### src/rtl/burst_master_port.sv
// burst_master_port: turns burst commands into back-to-back serial bus transactions,
// one complete slave-ID/ack/address/data transaction per beat while holding the bus.
module burst_master_port #(
    parameter int ADDR_WIDTH     = 16,
    parameter int DATA_WIDTH     = 8,
    parameter int SLAVE_ID_WIDTH = 4,
    parameter int BURST_WIDTH    = 4,
    parameter int TIMEOUT        = 16
) (
    input  logic                   clk,
    input  logic                   rstn,
    input  logic                   dvalid,
    output logic                   dready,
    input  logic [ADDR_WIDTH-1:0]  daddr,
    input  logic                   dmode,
    input  logic [BURST_WIDTH-1:0] dlen,
    input  logic [DATA_WIDTH-1:0]  dwdata,
    input  logic                   dwvalid,
    output logic                   dwready,
    output logic [DATA_WIDTH-1:0]  drdata,
    output logic                   drvalid,
    output logic                   ddone,
    output logic                   derr,
    output logic                   mwdata,
    output logic                   mvalid,
    output logic                   mmode,
    input  logic                   mrdata,
    input  logic                   svalid,
    output logic                   mbreq,
    input  logic                   mbgrant,
    input  logic                   ack
);
    localparam int MEM_W = ADDR_WIDTH - SLAVE_ID_WIDTH;
    localparam int SW0   = MEM_W > DATA_WIDTH ? MEM_W : DATA_WIDTH;
    localparam int SW    = SW0 > SLAVE_ID_WIDTH ? SW0 : SLAVE_ID_WIDTH;
    localparam int BCW   = $clog2(SW + 1);
    localparam int ICW   = $clog2(TIMEOUT + 1);

    typedef enum logic [3:0] {IDLE, REQ, SADDR, WAIT, ADDR, WDATA, RDATA, BEAT, WNEXT, ERR} state_t;

    state_t                 state_q;
    logic [ADDR_WIDTH-1:0]  addr_q;
    logic                   mode_q;
    logic [BURST_WIDTH-1:0] beat_q;
    logic [DATA_WIDTH-1:0]  wdata_q, rdata_q, drdata_q;
    logic [SW-1:0]          sh_q;
    logic [BCW-1:0]         bcnt_q;
    logic [ICW-1:0]         idle_q;
    logic                   mwdata_q, mvalid_q, drvalid_q, ddone_q, derr_q;
    logic [DATA_WIDTH-1:0]  rdata_d;

    assign rdata_d = {mrdata, rdata_q[DATA_WIDTH-1:1]};
    assign dready  = state_q == IDLE;
    assign mbreq   = state_q != IDLE;
    assign dwready = state_q == WNEXT;
    assign mmode   = mode_q;
    assign mwdata  = mwdata_q;
    assign mvalid  = mvalid_q;
    assign drdata  = drdata_q;
    assign drvalid = drvalid_q;
    assign ddone   = ddone_q;
    assign derr    = derr_q;

    // Serial fields are preloaded into sh_q on state entry and shifted out LSB first.
    always_ff @(posedge clk or negedge rstn) begin
        if (!rstn) begin
            state_q   <= IDLE;
            addr_q    <= '0;
            mode_q    <= 1'b0;
            beat_q    <= '0;
            wdata_q   <= '0;
            rdata_q   <= '0;
            drdata_q  <= '0;
            sh_q      <= '0;
            bcnt_q    <= '0;
            idle_q    <= '0;
            mwdata_q  <= 1'b0;
            mvalid_q  <= 1'b0;
            drvalid_q <= 1'b0;
            ddone_q   <= 1'b0;
            derr_q    <= 1'b0;
        end else begin
            mwdata_q  <= 1'b0;
            mvalid_q  <= 1'b0;
            drvalid_q <= 1'b0;
            ddone_q   <= 1'b0;
            derr_q    <= 1'b0;
            case (state_q)
                IDLE: if (dvalid) begin
                    addr_q  <= daddr;
                    mode_q  <= dmode;
                    beat_q  <= dlen;
                    wdata_q <= dwdata;
                    state_q <= REQ;
                end
                REQ: if (mbgrant) begin
                    sh_q    <= SW'(addr_q[ADDR_WIDTH-1:MEM_W]);
                    bcnt_q  <= '0;
                    state_q <= SADDR;
                end
                SADDR: begin
                    mvalid_q <= 1'b1;
                    mwdata_q <= sh_q[0];
                    sh_q     <= sh_q >> 1;
                    bcnt_q   <= bcnt_q + BCW'(1);
                    if (bcnt_q == BCW'(SLAVE_ID_WIDTH - 1)) begin
                        bcnt_q  <= '0;
                        idle_q  <= '0;
                        state_q <= WAIT;
                    end
                end
                WAIT: if (ack) begin
                    sh_q    <= SW'(addr_q[MEM_W-1:0]);
                    state_q <= ADDR;
                end else if (idle_q == ICW'(TIMEOUT - 1)) begin
                    derr_q  <= 1'b1;
                    state_q <= ERR;
                end else begin
                    idle_q <= idle_q + ICW'(1);
                end
                ADDR: begin
                    mvalid_q <= 1'b1;
                    mwdata_q <= sh_q[0];
                    sh_q     <= sh_q >> 1;
                    bcnt_q   <= bcnt_q + BCW'(1);
                    if (bcnt_q == BCW'(MEM_W - 1)) begin
                        bcnt_q  <= '0;
                        idle_q  <= '0;
                        sh_q    <= SW'(wdata_q);
                        state_q <= mode_q ? WDATA : RDATA;
                    end
                end
                WDATA: begin
                    mvalid_q <= 1'b1;
                    mwdata_q <= sh_q[0];
                    sh_q     <= sh_q >> 1;
                    bcnt_q   <= bcnt_q + BCW'(1);
                    if (bcnt_q == BCW'(DATA_WIDTH - 1)) begin
                        bcnt_q  <= '0;
                        ddone_q <= beat_q == '0;
                        state_q <= BEAT;
                    end
                end
                RDATA: if (svalid) begin
                    rdata_q <= rdata_d;
                    idle_q  <= '0;
                    bcnt_q  <= bcnt_q + BCW'(1);
                    if (bcnt_q == BCW'(DATA_WIDTH - 1)) begin
                        bcnt_q    <= '0;
                        drdata_q  <= rdata_d;
                        drvalid_q <= 1'b1;
                        ddone_q   <= beat_q == '0;
                        state_q   <= BEAT;
                    end
                end else if (idle_q == ICW'(TIMEOUT - 1)) begin
                    derr_q  <= 1'b1;
                    state_q <= ERR;
                end else begin
                    idle_q <= idle_q + ICW'(1);
                end
                // Only the memory field advances; the slave ID is fixed for the burst.
                BEAT: if (beat_q == '0) begin
                    state_q <= IDLE;
                end else begin
                    beat_q             <= beat_q - BURST_WIDTH'(1);
                    addr_q[MEM_W-1:0]  <= addr_q[MEM_W-1:0] + MEM_W'(1);
                    sh_q               <= SW'(addr_q[ADDR_WIDTH-1:MEM_W]);
                    bcnt_q             <= '0;
                    state_q            <= mode_q ? WNEXT : SADDR;
                end
                WNEXT: if (dwvalid) begin
                    wdata_q <= dwdata;
                    sh_q    <= SW'(addr_q[ADDR_WIDTH-1:MEM_W]);
                    bcnt_q  <= '0;
                    state_q <= SADDR;
                end
                ERR:     state_q <= IDLE;
                default: state_q <= IDLE;
            endcase
        end
    end
endmodule

### config.mk
export PLATFORM = sky130hd
export DESIGN_NAME = burst_master_port
export DESIGN_NICKNAME = d
export VERILOG_FILES = /design/src/rtl/burst_master_port.sv
export SDC_FILE = /design/constraint.sdc
export NUM_CORES = 1
export LEC_CHECK = 0
export CORE_MARGIN = 10
export CORE_UTILIZATION = 40
export DETAILED_ROUTE_END_ITERATION = 7
export PLACE_DENSITY_LB_ADDON = 0.3
export SYNTH_ARGS = -nofsm -noshare
export SYNTH_HDL_FRONTEND = slang
export SYNTH_SLANG_ARGS = --single-unit
### constraint.sdc
create_clock -name clk -period 2.56 [get_ports clk]
set_input_delay 0.64 -clock clk [delete_from_list [all_inputs] [get_ports clk]]
set_output_delay 0.64 -clock clk [all_outputs]
set_load 0.02 [all_outputs]
**Yosys cells after proc, flatten, opt, wreduce, memory -nomap -nowiden**

Cells that the tools add are included.

- Flip-flop bits (word level): 75
- Input port bits: 37
- Output and inout port bits: 17
- Word-level logic and storage cells: 114

- $add $sub $neg: 4
- Eq/ne operators: 21
- Mux-type cells: 54
- Reduce and logical (&&, ||, !) cells: 19

Operators with widths:

| kind | number |
|---|---|
| two-way mux 4 bit | 20 |
| two-way mux 12 bit | 6 |
| one-hot mux 12 bit (6 select lines) | 1 |
| one-hot mux 4 bit (9 select lines) | 1 |
| one-hot mux 4 bit (7 select lines) | 1 |
| two-way mux 5 bit | 5 |
| one-hot mux 12 bit (2 select lines) | 1 |
| equality test 4 x 3 -> 1 bit, second input constant | 5 |
| one-hot mux 5 bit (4 select lines) | 1 |
| inequality test 2 bit, second input constant | 9 |
| two-way mux 8 bit | 2 |
| one-hot mux 8 bit (2 select lines) | 1 |
| AND reduction 5 bit | 3 |
| adder 12 x 1 -> 12 bit, second input constant | 1 |
| equality test 4 x 2 -> 1 bit, second input constant | 3 |
| two-way mux 11 bit | 1 |
| two-way mux 1 bit | 10 |
| AND reduction 3 bit | 3 |
| equality test 4 bit, second input constant | 2 |
| logical NOT 4 bit | 2 |
| one-hot mux 4 bit (2 select lines) | 1 |
| nonzero test 4 bit | 2 |
| nonzero test 7 bit | 1 |
| nonzero test 6 bit | 1 |
| 12 further kinds | 15 |

**Longest topological paths before layout**

Gate-level depths: netlist of the first run.

- Depth in word-level cells: 4
- Mapped depth: 9

**Worst setup path before layout of the first run**

No wires, ideal clock.

- Path type: flip-flop to output port
- Start: register state_q[0]
- End: output port mbreq
- Data arrival time: 1.506 ns
- Slack: 0.414 ns
- Cell stages (with the launch flop): 5
- Buffers on the path: 2
- Cells stage by stage: dfrtp_1 > buf_2 > buf_2 > nor4_2 > inv_1

- Longest elaborated chain between the ends: 1

Ends and longest elaborated chain:

| element | RTL line | source |
|---|---|---|
| start: declaration | 41 | `state_t state_q;` |
| start signal: assignment | 130 | `state_q <= mode_q ? WDATA : RDATA;` |
| start signal: assignment | 169 | `state_q <= mode_q ? WNEXT : SADDR;` |
| nonzero test 4 bit | 54 | `assign mbreq = state_q != IDLE;` |
| end: declaration | 29 | `output logic mbreq,` |

No other way between the ends.

**Worst setup path after layout of the first run**

- Start: register state_q[2]
- End: output port dwready

- Longest elaborated chain between the ends: 1

Ends and longest elaborated chain:

| element | RTL line | source |
|---|---|---|
| equality test 4 bit | 55 | `assign dwready = state_q == WNEXT;` |
| end: declaration | 19 | `output logic dwready,` |

No other way between the ends.

==> results.md, run 1 <==
* Result of the run: complete, no violations
* Core Region at 9370 µm²
* Max-slew violation count at 0
* Syn_nets at 440
* Number of distinct standard cells referenced by the synthesized netlist at 66
* Final weighted congestion in routability-driven placement at 0.876
* Transition time at the pin with the least slew margin at 854 ps
* Fraction of power consumed by combinational cells at 42.9%
* Critical setup path kind: reg2out
* Top-area cell type share of the netlist area at 47.5%
* CTS clock-pin slew for the worst setup and hold paths at 80 ps
* DRT Pass-1 Iters at 5
* Dominant cells by area after synthesis: sky130_fd_sc_hd__dfrtp_1 47%, sky130_fd_sc_hd__mux2_2 6.3%, sky130_fd_sc_hd__nand2_1 5.3%
* Portion of the post-synthesis area used by sequential elements at 47.5%
* H-tree depth at 3
* Synthesized area per cell at 9.78 µm²
* CTS tree: done
* Placed wire-length estimate at 7.14 mm
* Final hold violations at 0
* Minimum clock period after layout at 2420 ps
* CTS buffer count at 9
* Total length of routed met3 wires at 514 µm
* Largest voltage drop on the vdd net at 0.449 mV
* I/O pin cnt at 54
* Leakage power summed over all cells at 2.13 nW
* Synth-to-layout area growth at 25.7%
* # nets final at 503
* Int Power at 3.29 mW
* Setup repair after global routing missed its margin: no
* Initial cell density of the core at 41.6%
* Arrival time of the worst setup path at 1780 ps
* Number of rows in the core area at 35
* Fin Setup TNS at 0 ps
* Ys async rst share at 100%
* Type of origin of the critical path: flop
* Via count of the first global-routing pass at 3,249
* Initial DRC Count at 256
* Initial antenna violation count at 0
* Die X-Extent at 119 µm
* Antenna diode count at 0
* Count of unresolved DRC violations after routing at 0
* Warnings from Yosys at 0
* Overall die area at 14,100 µm²
* Number of buffers inserted by port buffering at 53
* Tot GR Track Use at 13.9%
* Leading cell type in the layout, fill and taps excluded: sky130_fd_sc_hd__dfrtp_1
* Highest Signal Layer: met4
* Vertical die dimension at 119 µm
* Longest Clk Path Bufs at 2
* Average vias per placed instance at 5.61
* Slew Limit Headroom at 43.0%
* Total Routed Length at 9.94 mm
* Fraction of power spent switching nets at 39.3%
* Critical-path maximum fanout at 3
* DRT antenna net count at 0
* Share of final-layout standard cells stronger than drive strength 1 at 15.6%
* Power density of the placed cells at 1100 nW/µm²
* Max-cap check violation count at 0
* Insertion delay of the later-clocked pin in the worst-skew pair at 360 ps
* Post-layout total power at 5.42 mW
* EDFF count, synth at 0
* Routed len/inst at 16.7 µm
* Final worst-path setup slack at 139 ps
* Number of clock sinks seen by CTS at 74
* Sequential fraction of design power at 35.9%
* Post-route cell area at 4910 µm²
* Root buf cell: sky130_fd_sc_hd__clkbuf_8
* Wl on met1 at 4.56 mm
* Main synth FF type: sky130_fd_sc_hd__dfrtp_1
* Net switching power of the design at 2.13 mW
* HP Class: in2async
* Fin crit share at 94.6%
* Overall via count from detail_route at 3,341
* First-pass GRT wire length at 16.3 mm
* Worst EP required at 1920 ps
* Area of the mapped netlist at 3900 µm²
* Relative contribution of the clock network to total power at 21.2%
* Count of final setup violators at 0
* Cell area reported after detailed placement at 4660 µm²
* Number of storage elements in the synthesis netlist at 74
* Top library cells by usage in the layout, fill and taps aside: 74 x sky130_fd_sc_hd__dfrtp_1, 55 x sky130_fd_sc_hd__nand2_1, 49 x sky130_fd_sc_hd__clkdlybuf4s50_1, 30 x sky130_fd_sc_hd__a21oi_1, 27 x sky130_fd_sc_hd__nor2_1
* Remaining Overflow, GRT at 0
* Synth Instances at 399
* DR WL met2 at 4.66 mm
* Worst setup EP type: output pin
* Area leader, netlist: sky130_fd_sc_hd__dfrtp_1
* Hold buffer count at CTS at 0
* Timing-limited maximum frequency at 413 MHz
* Post-placement setup slack at -40.9 ps
* Pin count of the biggest net entering global routing at 43
* Worst Clk Skew at 16.0 ps
==> kinds of logic after synthesis <==
family | after synthesis | synth area share (%)
multiplexers | 28 | 7.95
adder cells (fa/ha/maj) | 4 | 1.28
AND/OR/NAND/NOR | 149 | 19.7
flip-flops | 74 | 47.5
AO/OA/AOI/OAI | 109 | 19.4
XOR/XNOR | 2 | 0.449
buffers and inverters | 33 | 3.78
==> cells in the mapped netlist (all sizes together), types with 3 or more instances <==
cell type,instances
nand2b,7
a211oi,3
nor2b,6
nor3,9
a221o,5
a221oi,3
or3b,3
o211ai,3
dfrtp,74
inv,10
a21oi,30
and2,4
and3,5
o21ai,21
a22oi,7
nand4,3
mux2i,4
o21a,3
a222oi,4
a31oi,5
o31ai,4
ha,4
nor2,28
mux2,24
buf,13
nand2,55
clkbuf,10
nor3b,3
nand3b,4
nand3,12
==> area by class of cell <==
class,instances,area (µm²)
Timing Repair Buffer,75,702
Tap cell,129,161
Sequential cell,74,1850
Inverter,10,37.5
Multi-Input combinational cell,292,1900
Clock inverter,6,114
Fill cell,863,4460
Clock buffer,10,138
==> state kept, by name (all words and copies together), names as in the netlist, 4 cells and up <==
| signal | flops |
|---|---|
| idle_q | 5 |
| rdata_q | 7 |
| wdata_q | 8 |
| sh_q | 12 |
| drdata | 8 |
| beat_q | 4 |
| bcnt_q | 4 |
| addr_q | 16 |
| state_q | 4 |
==> path summary, 6_finish.rpt <==
path	startpoint	to	slack [ps]	depth (start not counted)
worst max-delay path	state_q[2]	dwready	140	3
worst min-delay path	rstn	bcnt_q[3]	230	1
max in group asynchronous	rstn	sh_q[1]	1750	2
worst min register to register	sh_q[3]	sh_q[3]	490	2
min in group clk	sh_q[3]	sh_q[3]	490	2
worst max register to register	beat_q[0]	sh_q[3]	300	5
==> power groups by stage <==
stage          clock network (mW)  registers, mW  logic [mW]
5_1_grt                      1.22           2.00        2.59
6_report                     1.15           1.95        2.32
3_3_place_gp                    0           1.94        2.28
3_5_place_dp                    0           1.96        2.34
4_1_cts                      1.17           1.94        2.33
2_1_floorplan                   0           1.86        1.73
==> metal layers <==
metal  GRT usage, %  up-vias
met2           21.7       85
met3           2.57       15
met4           6.49        0
met1           18.3     1649
li1               -     1592
met5              0        -
==> repair_timing <==
item	CTS	global route
endpoints found under the setup margin	3	0
endpoints found under the hold margin	0	0
resized for setup	3	0
buffers inserted	0	0
==> critical path, cell delays in order (launching register included) <==
cell                            delay [ps]
sky130_fd_sc_hd__dfrtp_1               400
sky130_fd_sc_hd__or4b_1                630
sky130_fd_sc_hd__inv_1                  80
sky130_fd_sc_hd__dlygate4sd2_1         330
==> stage by stage <==
stage / hold slack [ps] / std cells / utilization [%]
after floorplan: 344 / 399 / -
after global placement: 462 / 580 / 49.7
after detailed placement: 466 / 580 / 49.7
after CTS: 244 / 596 / 52.4
after global routing: 270 / 596 / 52.4
final: 233 / 596 / 52.4
Note: power is estimated with default switching activity, not from simulation.
==> run 2: changes to the inputs <==
--- a/config.mk
+++ b/config.mk
@@ -9,6 +9,7 @@
 export CORE_UTILIZATION = 40
 export DETAILED_ROUTE_END_ITERATION = 7
 export PLACE_DENSITY_LB_ADDON = 0.3
+export SLEW_MARGIN = 5
 export SYNTH_ARGS = -nofsm -noshare
 export SYNTH_HDL_FRONTEND = slang
 export SYNTH_SLANG_ARGS = --single-unit
==> results of run 2 <==
No change in the layout: final DEF, timing and power equal those of run 1.
==> run 3: changes to the inputs <==
==> constraint.sdc (replaced) <==
create_clock -name clk -period 2.56 [get_ports clk]
set_input_delay 0.64 -clock clk [delete_from_list [all_inputs] [get_ports clk]]
set_output_delay 0.64 -clock clk [all_outputs]
set_load 0.1 [all_outputs]
==> run 3 against run 2 <==
Compared with the run above: utilization shrank 0.41 points; sequential share of layout area is 0.38 points higher; sequential power increased by 5%; clock-buffer cell count grew 1; power rose by 2.6%; via count shrank 2.0%; flip-flop and latch count stayed put.
==> results.md, run 3 (synthesized netlist as in run 1, its figures left out) <==
* Sequential fraction of design power at 36.7% (+0.8 points)
* Die X-Extent at 119 µm (unchanged)
* Worst Clk Skew at 11.2 ps (-4.81 ps)
* CP max stage cell: sky130_fd_sc_hd__dfrtp_1
* Worst EP required at 1920 ps (about the same)
* Final hold violations at 0 (unchanged)
* Ordered cell list for the critical path: or4b_1 -> inv_1 -> buf_12
* Fillcell total at 852 (-1.3%)
* Vertical die dimension at 119 µm (unchanged)
* Leakage power summed over all cells at 2.13 nW (+0.34%)
* Critical-path maximum fanout at 15 (+12)
* Initial antenna violation count at 0 (unchanged)
* CTS clock-pin slew for the worst setup and hold paths at 80 ps (about the same)
* Core Region at 9370 µm² (unchanged)
* First-pass GRT wire length at 16.1 mm (-1.4%)
* Post-route cell area at 4870 µm² (-0.79%)
* Longest Clk Path Bufs at 2 (unchanged)
* Largest voltage drop on the vdd net at 0.521 mV (+16%)
* Insertion delay of the later-clocked pin in the worst-skew pair at 350 ps (about the same)
* Top library cells by usage in the layout, fill and taps aside: 71 x sky130_fd_sc_hd__dfrtp_1, 55 x sky130_fd_sc_hd__nand2_1, 35 x sky130_fd_sc_hd__clkdlybuf4s50_1, 33 x sky130_fd_sc_hd__buf_4, 30 x sky130_fd_sc_hd__a21oi_1
* Root buf cell: sky130_fd_sc_hd__clkbuf_8
* Count of final setup violators at 0 (unchanged)
* Antenna diode count at 0 (unchanged)
* Initial DRC Count at 281 (+9.8%)
* CTS tree: done
* Number of buffers inserted by port buffering at 53 (unchanged)
* HP Class: in2async
* Highest cell delay on the worst timing path at 640 ps (about the same)
* Initial cell density of the core at 41.6% (unchanged)
* Routed len/inst at 16.4 µm (-1.5%)
* Grt met2 use at 20.7% (-0.97 points)
* Total Routed Length at 9.76 mm (-1.8%)
* Int Power at 3.17 mW (-3.6%)
* CTS buffer count at 9 (unchanged)
* Reg-to-reg endpoint: sh_q[0]
* # nets final at 501 (-0.40%)
* Power density of the placed cells at 1140 nW/µm² (+3.4%)
* Type of origin of the critical path: flop
* Net switching power of the design at 2.39 mW (+12%)
* Overall via count from detail_route at 3,275 (-2.0%)
* Pin count of the biggest net entering global routing at 75 (+74%)
* Transition time at the pin with the least slew margin at 800 ps (-54.4 ps)
* Number of rows in the core area at 35 (unchanged)
* Setup repair after global routing missed its margin: no
* Synth-to-layout area growth at 24.8%
* H-tree depth at 3 (unchanged)
* Hold buffer count at CTS at 0 (unchanged)
* Fraction of power consumed by combinational cells at 45.9% (+3.0 points)
* Final weighted congestion in routability-driven placement at 0.941 (+7.4%)
* Cells resized by post-CTS repair at 1 (-2)
* Relative contribution of the clock network to total power at 17.4% (-3.8 points)
* Placed cells at 578 (-0.34%)
* I/O pin cnt at 54 (unchanged)
* Result of the run: complete, no violations
* Leading cell type in the layout, fill and taps excluded: sky130_fd_sc_hd__dfrtp_1
* Global-route layer with the greatest usage: met2
* Via count of the first global-routing pass at 3,259 (+0.31%)
* Met3 track demand over resource at 3.52% (+0.95 points)
* Max-cap check violation count at 0 (unchanged)
* Placed wire-length estimate at 7.08 mm (-0.87%)
* Post-CTS Setup Inserts at 0 (unchanged)
* Most flop-heavy register: addr_q
* Fraction of power spent switching nets at 42.9% (+3.6 points)
* DRT Pass-1 Iters at 6 (+1)
* Worst setup EP type: output pin
* Overall die area at 14,100 µm² (unchanged)
* Largest register FFs at 16 (unchanged)
* Max-slew violation count at 0 (unchanged)
* Post-layout total power at 5.56 mW (+2.6%)
* Average vias per placed instance at 5.51 (-1.6%)
* Critical setup path kind: reg2out
* Arrival time of the worst setup path at 1840 ps (+60 ps)
* Count of non-filler cells in the finished layout at 594 (-0.34%)
* Number of cells traversed by the worst register-to-register path at 5 (unchanged)
* Slew Limit Headroom at 46.7% (+3.6 points)
* M1 GR Usage at 18.2% (-0.14 points)
* Count of unresolved DRC violations after routing at 0 (unchanged)
* Minimum clock period after layout at 2480 ps (+61.2 ps)
* Worst R2R Setup Slack at 320 ps (+20 ps)
* Top flop regs: addr_q (16), sh_q (12)
* Share of final-layout standard cells stronger than drive strength 1 at 19.8% (+4.2 points)
* DRT antenna net count at 0 (unchanged)
* Remaining Overflow, GRT at 0 (unchanged)
* Number of clock sinks seen by CTS at 74 (unchanged)
* Tot GR Track Use at 13.6% (-0.32 points)
* Fin crit share at 97.0% (+2.4 points)
* FF-to-FF Start: state_q[3]
* Timing-limited maximum frequency at 403 MHz (-2.5%)
* Cell area reported after detailed placement at 4650 µm² (-0.19%)
## run 3: cell types whose count changed in the layout (fill, tap and decap cells not counted), sizes merged
cell / previous run / this run
bufinv: 3 / 1
clkinv: 1 / 2
dlygate4sd2: 3 / 0
buf: 23 / 38
clkbuf: 10 / 11
clkdlybuf4s50: 49 / 35
## run 3: worst max-delay path: cells and delay by family (launching register included)
family        cells  cell delay [ps]
flops             1              640
simple gates      1              540
buf+inv           2              310
## run 3: per-stage QoR
stage	utilization (%)	TNS [ps]	setup slack [ps]	hold WS, ps
global placement	49.6	0	14.4	461
CTS	51.9	0	34.2	322
finish	51.9	0	78.0	303
detailed placement	49.6	-80.5	-44.5	467
global route	51.9	0	1.87	321
floorplan	-	-654	-634	344
## run 3: how the worst max path moves through the flow
| stage | endpoint | depth (start not counted) | start |
|---|---|---|---|
| after floorplan | mbreq | 4 | state_q[0] |
| after global placement | bcnt_q[0] | 6 | mbgrant |
| after detailed placement | bcnt_q[0] | 6 | mbgrant |
| after CTS | dwready | 3 | state_q[0] |
| after global routing | dwready | 3 | state_q[3] |
| final | dwready | 3 | state_q[3] |
## run 3: layout make-up
cell class | count | area, µm² | share of cell area [%]
well taps | 129 | 161 | 3.32
inverters | 10 | 37.5 | 0.771
clock buffers | 11 | 151 | 3.11
multi-input cells | 292 | 1920 | 39.4
flip-flops and latches | 74 | 1860 | 38.1
repair buffers | 73 | 683 | 14.0
clock inverters | 5 | 62.6 | 1.29
## run 3: metal layers
metal / up-vias / wire, µm
li1: 1587 / -
met4: 0 / 150
met1: 1560 / 4560
met3: 13 / 558
met5: - / 0
met2: 115 / 4490
## run 3: power groups by stage
stage / Combinational [mW] / Clock [mW] / Sequential, mW
final: 2.55 / 0.968 / 2.04
after global routing: 2.83 / 1.04 / 2.11
after CTS: 2.55 / 0.993 / 2.03
after detailed placement: 2.54 / 0 / 2.05
after global placement: 2.48 / 0 / 2.04
after floorplan: 1.91 / 0 / 1.98
